==> config.mk <==
export PLATFORM = sky130hd
export DESIGN_NAME = gpio_input_conditioner
export DESIGN_NICKNAME = d
export VERILOG_FILES = /design/src/rtl/gpio_pkg.sv /design/src/rtl/gpio_sync.sv /design/src/rtl/gpio_input_conditioner.sv
export SDC_FILE = /design/constraint.sdc
export NUM_CORES = 1
export LEC_CHECK = 0
export BUFFER_PORTS_ARGS = -buffer_cell sky130_fd_sc_hd__buf_2
export CAP_MARGIN = 20
export CORE_MARGIN = 3
export CORE_UTILIZATION = 47
export DETAILED_ROUTE_END_ITERATION = 10
export HOLD_SLACK_MARGIN = 0.1
export PLACE_DENSITY = 0.76
export SYNTH_ARGS = -nofsm -noshare
export SYNTH_HDL_FRONTEND = slang
export SYNTH_SLANG_ARGS = --single-unit
==> constraint.sdc <==
create_clock -name clk -period 1.93 [get_ports clk]
set_input_delay 0.2895 -clock clk [delete_from_list [all_inputs] [get_ports clk]]
set_output_delay 0.2895 -clock clk [all_outputs]
set_load 0.01 [all_outputs]
==> src/rtl/gpio_pkg.sv <==
// Shared types for the GPIO input conditioner: interrupt edge qualifier
// encoding, debounce FSM states and the edge qualification helper.
package gpio_pkg;

  typedef enum logic [1:0] {
    NONE = 2'b00,
    RISE = 2'b01,
    FALL = 2'b10,
    BOTH = 2'b11
  } edge_mode_e;

  typedef enum logic {
    STABLE   = 1'b0,
    SETTLING = 1'b1
  } debounce_state_e;

  // True when an accepted transition matches the selected interrupt qualifier.
  function automatic logic edge_qualified(edge_mode_e mode, logic rise, logic fall);
    return (rise && (mode == RISE || mode == BOTH)) ||
           (fall && (mode == FALL || mode == BOTH));
  endfunction

endpackage

==> src/rtl/gpio_sync.sv <==
// Multi-flop synchronizer bringing an asynchronous pad level into the clk domain.
module gpio_sync #(
  parameter int STAGES = 2
) (
  input  logic i_clk,
  input  logic i_rst_n,
  input  logic i_d,
  output logic o_q
);

  logic [STAGES-1:0] r_sync;

  // Shift the raw level through the flop chain; the last stage is the safe copy.
  always_ff @(posedge i_clk or negedge i_rst_n) begin
    if (!i_rst_n) begin
      r_sync <= '0;
    end else begin
      r_sync <= {r_sync[STAGES-2:0], i_d};
    end
  end

  assign o_q = r_sync[STAGES-1];

endmodule

==> src/rtl/gpio_input_conditioner.sv <==
// GPIO input conditioner: synchronizes the pad level, debounces it, produces
// one-cycle rise/fall pulses, a sticky qualified-edge interrupt and an edge count.
module gpio_input_conditioner
  import gpio_pkg::*;
#(
  parameter int SYNC_STAGES     = 2,
  parameter int DEBOUNCE_CYCLES = 16
) (
  input  logic        clk,
  input  logic        rst_n,
  input  logic        dataRx,
  input  logic        enable,
  input  logic [1:0]  edgeMode,
  input  logic        irqClr,
  output logic        levelOut,
  output logic        riseEvt,
  output logic        fallEvt,
  output logic        irq,
  output logic [15:0] evtCount
);

  localparam int CNT_W = $clog2(DEBOUNCE_CYCLES + 1);
  // Counter value already reached when the next differing sample completes the run.
  localparam logic [CNT_W-1:0] CNT_LAST = CNT_W'(DEBOUNCE_CYCLES - 1);

  logic            w_sync_q;
  logic            w_differs;
  logic            w_accept;
  logic            w_rise;
  logic            w_fall;
  logic            w_qual;
  edge_mode_e      w_mode;
  debounce_state_e w_state_nxt;
  logic [CNT_W-1:0] w_cnt_nxt;

  debounce_state_e  r_state;
  logic [CNT_W-1:0] r_cnt;
  logic             r_level;
  logic             r_rise;
  logic             r_fall;
  logic             r_irq;
  logic [15:0]      r_evt_cnt;

  gpio_sync #(
    .STAGES (SYNC_STAGES)
  ) u_sync (
    .i_clk   (clk),
    .i_rst_n (rst_n),
    .i_d     (dataRx),
    .o_q     (w_sync_q)
  );

  assign w_mode    = edge_mode_e'(edgeMode);
  assign w_differs = w_sync_q ^ r_level;

  // Debounce decision: count consecutive samples that differ from the held level.
  always_comb begin
    w_state_nxt = r_state;
    w_cnt_nxt   = r_cnt;
    w_accept    = 1'b0;
    if (!enable || !w_differs) begin
      // Disabled or back at the held level: any partial run is abandoned.
      w_state_nxt = STABLE;
      w_cnt_nxt   = '0;
    end else if (r_state == STABLE) begin
      if (DEBOUNCE_CYCLES == 1) begin
        w_accept    = 1'b1;
        w_state_nxt = STABLE;
        w_cnt_nxt   = '0;
      end else begin
        w_state_nxt = SETTLING;
        w_cnt_nxt   = CNT_W'(1);
      end
    end else if (r_cnt == CNT_LAST) begin
      w_accept    = 1'b1;
      w_state_nxt = STABLE;
      w_cnt_nxt   = '0;
    end else begin
      w_cnt_nxt   = r_cnt + CNT_W'(1);
    end
  end

  assign w_rise = w_accept & ~r_level;
  assign w_fall = w_accept &  r_level;
  assign w_qual = edge_qualified(w_mode, w_rise, w_fall);

  // Debounce FSM state and settle counter.
  always_ff @(posedge clk or negedge rst_n) begin
    if (!rst_n) begin
      r_state <= STABLE;
      r_cnt   <= '0;
    end else begin
      r_state <= w_state_nxt;
      r_cnt   <= w_cnt_nxt;
    end
  end

  // Accepted level, edge pulses, sticky interrupt (set beats clear) and edge count.
  always_ff @(posedge clk or negedge rst_n) begin
    if (!rst_n) begin
      r_level   <= 1'b0;
      r_rise    <= 1'b0;
      r_fall    <= 1'b0;
      r_irq     <= 1'b0;
      r_evt_cnt <= '0;
    end else begin
      r_level <= r_level ^ w_accept;
      r_rise  <= w_rise;
      r_fall  <= w_fall;
      if (w_qual) begin
        r_irq     <= 1'b1;
        r_evt_cnt <= r_evt_cnt + 16'd1;
      end else if (irqClr) begin
        r_irq     <= 1'b0;
      end
    end
  end

  assign levelOut = r_level;
  assign riseEvt  = r_rise;
  assign fallEvt  = r_fall;
  assign irq      = r_irq;
  assign evtCount = r_evt_cnt;

endmodule

==> run summary, run 1 <==
The post-layout utilization of the core came out at 69.83%. The reported max-cap violation count is 0. Dividing the detail-routed via count by the number of cells gives 4.943. The power per cell area is 567.3 nW/µm².

On the worst path, the slowest cell contributes a delay of 0.42 ns. The detailed-router iteration count before antenna repair is 4. The first global-routing pass estimated 4.167 mm of wire. By area the synthesized netlist is led by dfrtp_1 (59%), xnor2_1 (6.6%), xor2_1 (6.6%).

The DRC marker count from the first detailed-route iteration is 9. The min-delay analysis places its worst path in the category primary input to flop. The area of all placed cells without fillers came out at 1604 µm².

The total wirelength of the detailed-routed design came out at 2.421 mm. The fraction of synthesis flops using an asynchronous set or reset pin came out at 100.0%. The endpoint required time on the critical path is 2.19 ns.

The die boundary height came out at 56.32 µm. For this block, the via count after detailed routing is 860. Clock tree synthesis found a total of 28 sinks. For this run, the number of standard cells in the final layout without fillers is 174.

Once the floorplan was initialized, standard cells occupied 51.80% of the core. Clock tree synthesis inserted a total of 3 buffers. STA classifies the critical path endpoint as a flop. The cell sitting at the root of the clock tree is a clkbuf_4. The number of global-route vias before repair is 927. Grouping stages by cell kind, the critical path spends the most delay in simple AND/OR/NAND/NOR gates. The synthesized design spends more area on one cell type than any other, namely dfrtp_1. From synthesis to final layout, the design area changed by 34.81%. The worst slew margin relative to its limit is 58.78%.

The initialized floorplan defines 17 standard-cell rows. The top-level I/O count is 27. The number of distinct library cells after synthesis is 22. The clock slew at the register clock pins of the worst setup and hold paths came out at 0.14 ns. The final worst slack came out at -0.03532 ns. The run finished, with violations left. In the synthesized netlist the dominant register cell turns out to be dfrtp_1. The pre-CTS setup slack is -0.03067 ns. Among all stages on the critical path, the largest delay is contributed by dfrtp_1.

The synthesis-stage register bit count is 28. Setup repair after global routing could not meet its margin everywhere. The worst setup slack for register-to-register paths came out at -0.04 ns. The data arrival time of the critical path is 2.22 ns.

For this run, design rule violations remaining after detail routing come to 0. The shortest period the worst path allows came out at 1.965 ns. Yosys instantiated no cell more often than dfrtp_1. Sorting the synthesized cells by how often they occur yields dfrtp_1 (28), nand2_1 (12), nand3_1 (9), xnor2_1 (9), xor2_1 (9).

The total setup violations reported at the end of the flow came out at 5. The clock latency at the later pin of the worst-skew pair came out at 0.32 ns. The type of the worst setup path is flop to flop.

The final count of hold timing violations is 0. The maximum number of buffers from clock root to sink came out at 2. The critical path goes through xor2_2 > nand3_2 > nor3_4 > ha_2 > a22oi_4 > buf_4 > nor2_4 > and3_4 > xor2_1. Entering global routing, the biggest net connects 29 pins. The kind of start point of the critical path is a flop. The die width came out at 56.32 µm. Yosys mapped a number of flops with a built-in enable equal to 0. The total half-perimeter wirelength after legalization and detailed placement is 1.691 mm.

The initial antenna violation count came out at 0. The total placed instance area came out at 1408 µm². The area share of the largest cell type after synthesis is 58.89%. The count of pins over their slew limit came out at 0. The leakage component of the power is 0.8533 nW.

The number of port buffers came out at 26. The weighted congestion reported at the end of routability-driven placement came out at 0.7246. Based on the critical path, the design can be clocked at up to 508.8 MHz. The global-route congestion overflow total is 0. The worst clock skew on the final layout came out at 0.001162 ns. 0 antenna diodes ended up in the layout.

The floorplan step defined a die boundary enclosing 3171 µm². The mean instance size in the synthesized netlist came out at 12.02 µm². The slew at the pin with the worst max-slew slack is 0.6182 ns.

For this run, the total global-route usage over all layers was measured as 16.43%. The critical path buffer and inverter count came out at 1. The post-detailed-route count of antenna-violating nets came out at 0.

CTS built an H-tree with a depth of 1. The mapped netlist covers 1190 µm². The share of the yosys chip area belonging to registers is 58.89%. The warning count from the yosys run came out at 0. TritonCTS built the clock tree.

VDD sags by at most 0.4235 mV. The share of layout cells above drive strength 1 came out at 41.78%. In the finished design, the share of the clock period the worst path needs comes to 101.8%. The layout net count came out at 158. The number of nets handed over by synthesis was 110. The per-cell routed wire length came out at 13.91 µm. The final reports fail on setup timing. The gate count of the mapped netlist is 99. The maximum fanout count along the critical path is 7. The total core area came out at 2297 µm². The number of placed instances with taps included came out at 159.
-- logic make-up after synthesis --
group | share of synthesized area, %
compound gates | 3.995
xor+xnor | 13.25
fa+ha+maj | 4.206
buf+inv | 1.261
flops | 58.89
simple gates | 18.40
-- state kept, by name (all words and copies together), names as in the netlist --
register and flops:
evtCount 16, fallEvt 1, irq 1, levelOut 1, r_cnt 5, r_state 1, riseEvt 1, u_sync.r_sync 2
-- per-stage QoR --
step | hold WS, ns | power (mW) | TNS [ns]
2_1_floorplan | -0.006091 | 0.6095 | 0
3_3_place_gp | 0.3276 | 0.6297 | 0
3_5_place_dp | 0.3411 | 0.6314 | -0.06862
4_1_cts | 0.1366 | 0.9155 | -0.05615
5_1_grt | 0.1410 | 0.9601 | -1.045
6_report | 0.1464 | 0.9099 | -0.07956
-- layout make-up --
cell class / count / area, µm²
Tap cell: 28 / 35.03
Inverter: 4 / 15.01
Clock buffer: 4 / 36.28
Fill cell: 177 / 693.2
Timing Repair Buffer: 43 / 262.8
Multi-Input combinational cell: 67 / 554.3
Sequential cell: 28 / 700.7
-- routing by layer --
metal	vias to the layer above	track usage [%]	share of wire (%)
met1	417	21.73	45
li1	422	-	-
met4	0	5.085	0.87
met5	-	0	0
met3	4	2.529	4.0
met2	17	27.71	50
-- power breakdown --
group / internal (mW) / switching, mW / leakage (nW) / total, mW
Combinational: 0.0152 / 0.0207 / 0.453 / 0.0359
Clock: 0.115 / 0.164 / 0.0210 / 0.279
Sequential: 0.591 / 0.00383 / 0.379 / 0.595
Total: 0.722 / 0.188 / 0.853 / 0.910
-- repair_timing --
action	4_1_cts	5_1_grt
hold buffers	2	0
setup buffers	3	6
resized for setup	4	9
setup endpoints to repair	5	13
hold endpoints to repair	29	0
pin swaps	8	7
-- cell usage in the layout, fill, tap and decap left out, types with 2 or more instances in the layout --
master          n
ha_2            2
nand3_1         7
buf_2          26
clkbuf_4        3
xor2_1          8
buf_4          15
nand2_1        12
nor3_1          3
nor2_1          5
xnor2_1         9
inv_1           4
dlygate4sd3_1   2
dfrtp_1        28
nor3_2          2
-- worst reg2reg max path, cell delays in order, from the launching register on --
cell	delay [ns]
dfrtp_1	0.42
xor2_2	0.20
nand3_2	0.14
nor3_4	0.18
ha_2	0.25
a22oi_4	0.11
buf_4	0.16
nor2_4	0.12
and3_4	0.20
xor2_1	0.13
-- path summary, 6_finish.rpt --
check	endpoint	start	cells past startpoint
max	evtCount[5]	u_sync.r_sync[1]	9
min	irq	irqClr	2
max reg2reg	evtCount[5]	u_sync.r_sync[1]	9
min reg2reg	u_sync.r_sync[1]	u_sync.r_sync[0]	0
max in group asynchronous	evtCount[13]	rst_n	2
min in group asynchronous	riseEvt	rst_n	2
(Power assumes the default switching activity.)
==> run 2: changes to the inputs <==
- CORE_UTILIZATION: 47 -> 45
- CTS_CLUSTER_DIAMETER: unset -> 30
- PLACE_DENSITY: 0.76 -> 0.73
- TNS_END_PERCENT: unset -> 10
==> run 2 against run 1 <==
The run now ends clean. Fmax is 4.3% higher. Sequential power about the same. Via count up 0.23%. Combinational power is 7.2% lower. Core utilization decreased by 9.2 points. Setup slack gained 0.081 ns. Largest cell class unchanged.
==> run summary, run 2 (synthesis gave the netlist of run 1 again) <==
The peak per-stage delay on the critical path came to 0.42 ns (about the same). The post-detailed-route count of antenna-violating nets is 0 (unchanged). The detailed-router iteration count before antenna repair came to 4 (unchanged). The final worst slack is 0.04568 ns (+0.08099 ns). The largest voltage drop on the vdd net is 0.4187 mV (-1.1%).

The residual DRC count is 0 (unchanged). The global-route congestion overflow total came to 0 (unchanged). The total setup violations reported at the end of the flow is 0 (-5). The final cycle utilization of the critical path came out at 97.63% (-4.2 points). In the layout the commonest cells are dfrtp_1 (28), buf_2 (26), nand2_1 (12), xnor2_1 (9). The highest clock frequency the design can meet came out at 530.7 MHz (+4.3%). The number of buffers created by CTS came out at 3 (unchanged).

The endpoint required time on the critical path came out at 2.18 ns (about the same). TritonCTS built the clock tree. The detail-routed via count per cell came to 5.131 (+3.8%). STA classifies the critical path startpoint as a flop. The maximum fanout count along the critical path came out at 7 (unchanged). The worst clock skew on the final layout was 0.006608 ns (+0.005446 ns). The final count of hold timing violations is 0 (unchanged). The growth of design area from synthesis to finish came out at 27.44%. The run finished with clean final reports. The number of filler cells placed in the layout came out at 198 (+12%). The critical path buffer and inverter count came to 0 (-1). The overall global routing resource usage came to 14.58% (-1.9 points). The min-delay analysis places its worst path in the category primary input to flop. The clock latency at the later pin of the worst-skew pair came to 0.32 ns (about the same).

In this design, the largest share of critical-path delay is due to simple AND/OR/NAND/NOR gates. The clock slew at the register clock pins of the worst setup and hold paths came out at 0.14 ns (about the same). The shortest period the worst path allows came out at 1.884 ns (-0.08099 ns). The share of layout cells above drive strength 1 came out at 37.68% (-4.1 points).

The die area is 3297 µm² (+4.0%). The reported max-cap violation count is 0 (unchanged). The number of clock sinks came out at 28 (unchanged). The weighted congestion reported at the end of routability-driven placement came out at 0.8185 (+13%). The top-level I/O count came out at 27 (unchanged). The count of pins over their slew limit is 0 (unchanged). The total wirelength of the detailed-routed design came out at 2.228 mm (-8.0%). The slew at the pin with the worst max-slew slack is 0.6223 ns (+0.004106 ns). The die width is 57.42 µm (+2.0%). The wire length of the first global-routing pass came to 3.719 mm (-11%).

The layout net count is 151 (-4.4%). The critical path is of the flop to flop type. The total core area is 2500 µm² (+8.8%). The die boundary height came out at 57.42 µm (+2.0%). The number of levels in the clock H-tree came out at 1 (unchanged).

Setup repair after global routing could not meet its margin everywhere. The leakage component of the power is 0.8109 nW (-5.0%). The data arrival time of the critical path is 2.14 ns (-0.08 ns).

The cell type of the slowest stage on the worst timing path is dfrtp_1. Walking the worst path, the cells encountered are xor2_2 > nand3_2 > nor3_4 > ha_2 > a22oi_4 > nor4_2 > xor2_1. The effective utilization at floorplan came out at 47.60% (-4.2 points). The pre-CTS setup slack was -0.02519 ns (+0.005482 ns). The via count is 862 (+0.23%). The number of global-route vias before repair is 835 (-9.9%).

The number of port buffers is 26 (unchanged). The maximum number of buffers from clock root to sink came out at 2 (unchanged). The initial antenna violation count came out at 0 (unchanged).

The DRC marker count from the first detailed-route iteration came out at 17 (+8). The number of core rows came to 18 (+1). The worst slew margin relative to its limit is 58.51% (-0.27 points). The type of element capturing the critical path is a flop. The pin count of the biggest net entering global routing came out at 29 (unchanged). The number of diodes was 0 (unchanged).

The area of all placed cells without fillers is 1516 µm² (-5.5%). The power per cell area was 567.3 nW/µm² (about the same). The total placed instance area is 1403 µm² (-0.36%).

The number of flip-flops under the largest register name came out at 16 (unchanged). The cell sitting at the root of the clock tree is a clkbuf_4. The per-cell routed wire length was 13.26 µm (-4.7%). The library cell used most frequently in the layout, excluding fill and tap cells, is dfrtp_1.

The total half-perimeter wirelength after legalization and detailed placement is 1.596 mm (-5.6%).
-- run 2: cell count changes in the layout (fill, tap and decap cells not counted), sizes merged --
cell | before | now
clkbuf | 4 | 3
buf | 41 | 34
-- run 2: final timing paths --
kind	from	end	slack, ns	depth (start not counted)
min in group asynchronous	rst_n	evtCount[14]	0.50	2
worst max register to register	u_sync.r_sync[1]	evtCount[10]	0.05	7
worst min register to register	u_sync.r_sync[0]	u_sync.r_sync[1]	0.37	0
max in group asynchronous	rst_n	r_cnt[4]	1.03	2
worst min-delay path	irqClr	irq	0.13	2
worst max-delay path	u_sync.r_sync[1]	evtCount[10]	0.05	7
-- run 2: timing repair --
action,in CTS,in global routing
hold endpoints to repair,29,0
resized for setup,0,9
setup buffers,0,3
cloned,0,0
pin swaps,1,11
hold buffers,2,0
setup endpoints to repair,7,14
-- run 2: worst register-to-register path, cell delays in order, from the launching register on --
cell and delay, ns:
dfrtp_1 0.42, xor2_2 0.20, nand3_2 0.13, nor3_4 0.19, ha_2 0.24, a22oi_4 0.14, nor4_2 0.34, xor2_1 0.16
-- run 2: where the power goes --
group | internal (mW) | switching, mW | total, mW
registers | 0.591 | 0.00297 | 0.594
clock network | 0.0732 | 0.160 | 0.233
logic | 0.0132 | 0.0201 | 0.0333
-- run 2: layout make-up --
type                       count  area, µm²  share of cell area [%]
clock buffer                   3      22.52                   1.485
inverter                       4      15.01                  0.9901
multi-input combinational     67      530.5                   34.98
sequential                    28      700.7                   46.20
tap                           30      37.54                   2.475
timing repair buffer          36      210.2                   13.86
-- run 2: routing by layer --
layer | part of all wire [%] | global-route usage (%) | up-vias
li1 | - | - | 411
met1 | 42 | 19.83 | 420
met2 | 50 | 22.90 | 27
met3 | 5.3 | 2.036 | 4
met4 | 1.6 | 6.954 | 0
met5 | 0 | 0 | -
-- run 2: per-stage QoR --
stage	TNS [ns]	hold WS (ns)	power [mW]	cells	util, %
after floorplan	0	-0.006091	0.6095	99	-
after global placement	0	0.3311	0.6298	160	56.11
after detailed placement	-0.05613	0.3420	0.6315	160	56.11
after CTS	-0.1922	0.1179	0.8698	165	57.81
after global routing	-0.5188	0.1501	0.8982	168	60.66
final	0	0.1255	0.8603	168	60.66
==> run 3: changes to the inputs <==
- CTS_BUF_LIST: unset -> sky130_fd_sc_hd__clkbuf_8
- REMOVE_ABC_BUFFERS: unset -> 1
==> run 3 against run 2 <==
Sequential power is essentially flat. Design area up 0.66%. Via count shrank 4.6%. Final cell count unchanged. Die area unchanged. Critical path type unchanged. Flip-flop and latch count stayed put.
==> run summary, run 3 (synthesis gave the netlist of run 1 again) <==
The run finished with clean final reports. The signal on the critical path passes through xor2_2 > nand3_2 > nor3_4 > ha_2 > a22oi_4 > nor4_1 > xor2_1. The post-layout utilization of the core came out at 61.06% (+0.40 points). The residual DRC count came to 0 (unchanged). The share of layout cells above drive strength 1 is 37.68% (unchanged).

The fraction of power consumed by the clock network came out at 32.9% (+5.8 points). Setup repair after global routing could not meet its margin everywhere. The die width is 57.42 µm (unchanged).

The total internal power is 0.7414 mW (+9.4%). The overall global routing resource usage was 15.45% (+0.88 points). The detail-routed via count per cell was 4.893 (-4.6%). The number of global-route vias before repair is 850 (+1.8%). The shortest period the worst path allows was 1.884 ns (+0.0000007000 ns). The count of pins over their slew limit is 0 (unchanged). The final-layout worst hold slack came to 0.1189 ns (-0.006640 ns). The pin count of the biggest net entering global routing came out at 29 (unchanged). The CTS tree is built.

The number of buffers created by CTS came to 3 (unchanged). The die area came out at 3297 µm² (unchanged). The weighted congestion reported at the end of routability-driven placement was 0.7179 (-12%). The switching part of the total was 20.22% (-1.0 points). The highest clock frequency the design can meet came to 530.7 MHz (unchanged).

The number of filler cells placed in the layout is 197 (-0.51%). The peak per-stage delay on the critical path came to 0.41 ns (about the same). The clock latency at the later pin of the worst-skew pair came out at 0.27 ns (-0.05 ns). The post-detailed-route count of antenna-violating nets came out at 0 (unchanged). The total placed instance area is 1425 µm² (+1.6%). The number of buffers added for setup after CTS came out at 0 (unchanged). The initial antenna violation count is 0 (unchanged). The total core area came out at 2500 µm² (unchanged). The number of core rows is 18 (unchanged). The effective utilization at floorplan is 47.60% (unchanged).

The critical path buffer and inverter count is 0 (unchanged). The maximum number of buffers from clock root to sink came out at 2 (unchanged). The power per cell area is 608.8 nW/µm² (+7.3%).

The total half-perimeter wirelength after legalization and detailed placement was 1.623 mm (+1.7%). The detailed-router iteration count before antenna repair came to 4 (unchanged). The combinational cell fraction of total power came out at 3.2% (-0.7 points). The power share of the sequential group is 63.9% (-5.2 points). The die boundary height came out at 57.42 µm (unchanged).

The wire length of the first global-routing pass came to 3.898 mm (+4.8%). The area of all placed cells without fillers is 1526 µm² (+0.66%). Compared with the post-synthesis result, the final layout area differs by 28.29%. The top-level I/O count is 27 (unchanged). The setup path with the least slack is of type flop to flop.

The most common cell after layout, fill and taps aside is dfrtp_1. The clock slew at the register clock pins of the worst setup and hold paths was 0.09 ns (-0.05 ns). The endpoint required time on the critical path is 2.13 ns (-0.05 ns).

The worst setup path is launched from a flop. The total wirelength of the detailed-routed design is 2.222 mm (-0.27%). The DRC marker count from the first detailed-route iteration was 17 (unchanged). The number of flip-flops under the largest register name is 16 (unchanged). The leakage component of the power is 0.8076 nW (-0.41%). The global-route congestion overflow total was 0 (unchanged). The root buffer cell is clkbuf_8. The top cell types in the final layout, fill and taps aside, are dfrtp_1 (28), buf_2 (26), nand2_1 (12), xnor2_1 (9), buf_4 (9).

The type of the tightest min-delay check is primary input to flop. The total setup violations reported at the end of the flow came to 0 (unchanged). The final cycle utilization of the critical path is 97.63% (about the same). The number of diodes is 0 (unchanged). The number of clock sinks is 28 (unchanged).

The total negative slack is 0 ns (unchanged). The post-route total power came to 0.9293 mW (+8.0%). The per-cell routed wire length is 13.23 µm (-0.27%).

On the critical path, the stage with the largest delay is an instance of dfrtp_1. The number of port buffers came out at 26 (unchanged). The switching component of the power came to 0.1879 mW (+2.9%).

The number of levels in the clock H-tree was 1 (unchanged). The worst slew margin relative to its limit was 59.58% (+1.1 points). The worst clock skew on the final layout came out at 0.0009025 ns (-0.005706 ns).

The data arrival time of the critical path came to 2.08 ns (-0.06 ns). The layout net count is 151 (unchanged). The largest voltage drop on the vdd net came out at 0.5262 mV (+26%).

The slew at the pin with the worst max-slew slack is 0.6063 ns (-0.01603 ns). The via count came out at 822 (-4.6%). On the critical path the largest part of the delay comes from simple AND/OR/NAND/NOR gates. The maximum fanout count along the critical path is 7 (unchanged). The reported max-cap violation count is 0 (unchanged). The type of element capturing the critical path is a flop. The final count of hold timing violations is 0 (unchanged).
## run 3: worst reg2reg max path: cells and delay by family, from the launching register on
kind	cells	cell delay (ns)
AOI/OAI and AO/OA	1	0.13
DFF	1	0.41
and+or+nand+nor	3	0.69
xor gates and xnor gates	2	0.36
adders and majority gates	1	0.24
## run 3: worst paths after layout
check / start / to / slack (ns) / cells past startpoint
min in group asynchronous: rst_n / evtCount[15] / 0.57 / 2
worst min register to register: u_sync.r_sync[0] / u_sync.r_sync[1] / 0.36 / 0
worst min-delay path: dataRx / u_sync.r_sync[0] / 0.12 / 1
worst max-delay path: u_sync.r_sync[1] / evtCount[10] / 0.05 / 7
max in group asynchronous: rst_n / evtCount[0] / 0.97 / 2
worst max register to register: u_sync.r_sync[1] / evtCount[10] / 0.05 / 7
## run 3: repair_timing
action	4_1_cts	5_1_grt
hold endpoints to repair	28	0
hold buffers	1	0
endpoints found under the setup margin	11	13
gates resized for setup	3	8
pin swaps	1	12
## run 3: per-stage QoR
stage | setup WS (ns) | std cells
4_1_cts | 0.01741 | 168
6_report | 0.04568 | 168
5_1_grt | -0.07689 | 168
2_1_floorplan | -0.05481 | 99
3_5_place_dp | -0.09477 | 164
3_3_place_gp | -0.04049 | 164
## run 3: cell type report
cell class,count,area [µm²],share of cell area (%)
Sequential cell,28,700.7,45.90
Multi-Input combinational cell,67,524.3,34.34
Timing Repair Buffer,36,207.7,13.61
Clock buffer,3,41.29,2.705
Tap cell,30,37.54,2.459
Inverter,4,15.01,0.9836
## run 3: power by group through the flow
| stage | clock (mW) | combinational [mW] | sequential [mW] |
|---|---|---|---|
| floorplan | 0 | 0.00494 | 0.604 |
| global route | 0.341 | 0.0343 | 0.594 |
| finish | 0.306 | 0.0299 | 0.594 |
| global placement | 0 | 0.0270 | 0.604 |
| CTS | 0.319 | 0.0295 | 0.593 |
| detailed placement | 0 | 0.0280 | 0.605 |
## run 3: layer usage
layer / vias up / track usage, % / wire length [µm]
li1: 409 / - / -
met1: 389 / 20.32 / 982
met2: 17 / 23.71 / 1096
met3: 7 / 2.715 / 83
met4: 0 / 9.272 / 60
met5: - / 0 / 0
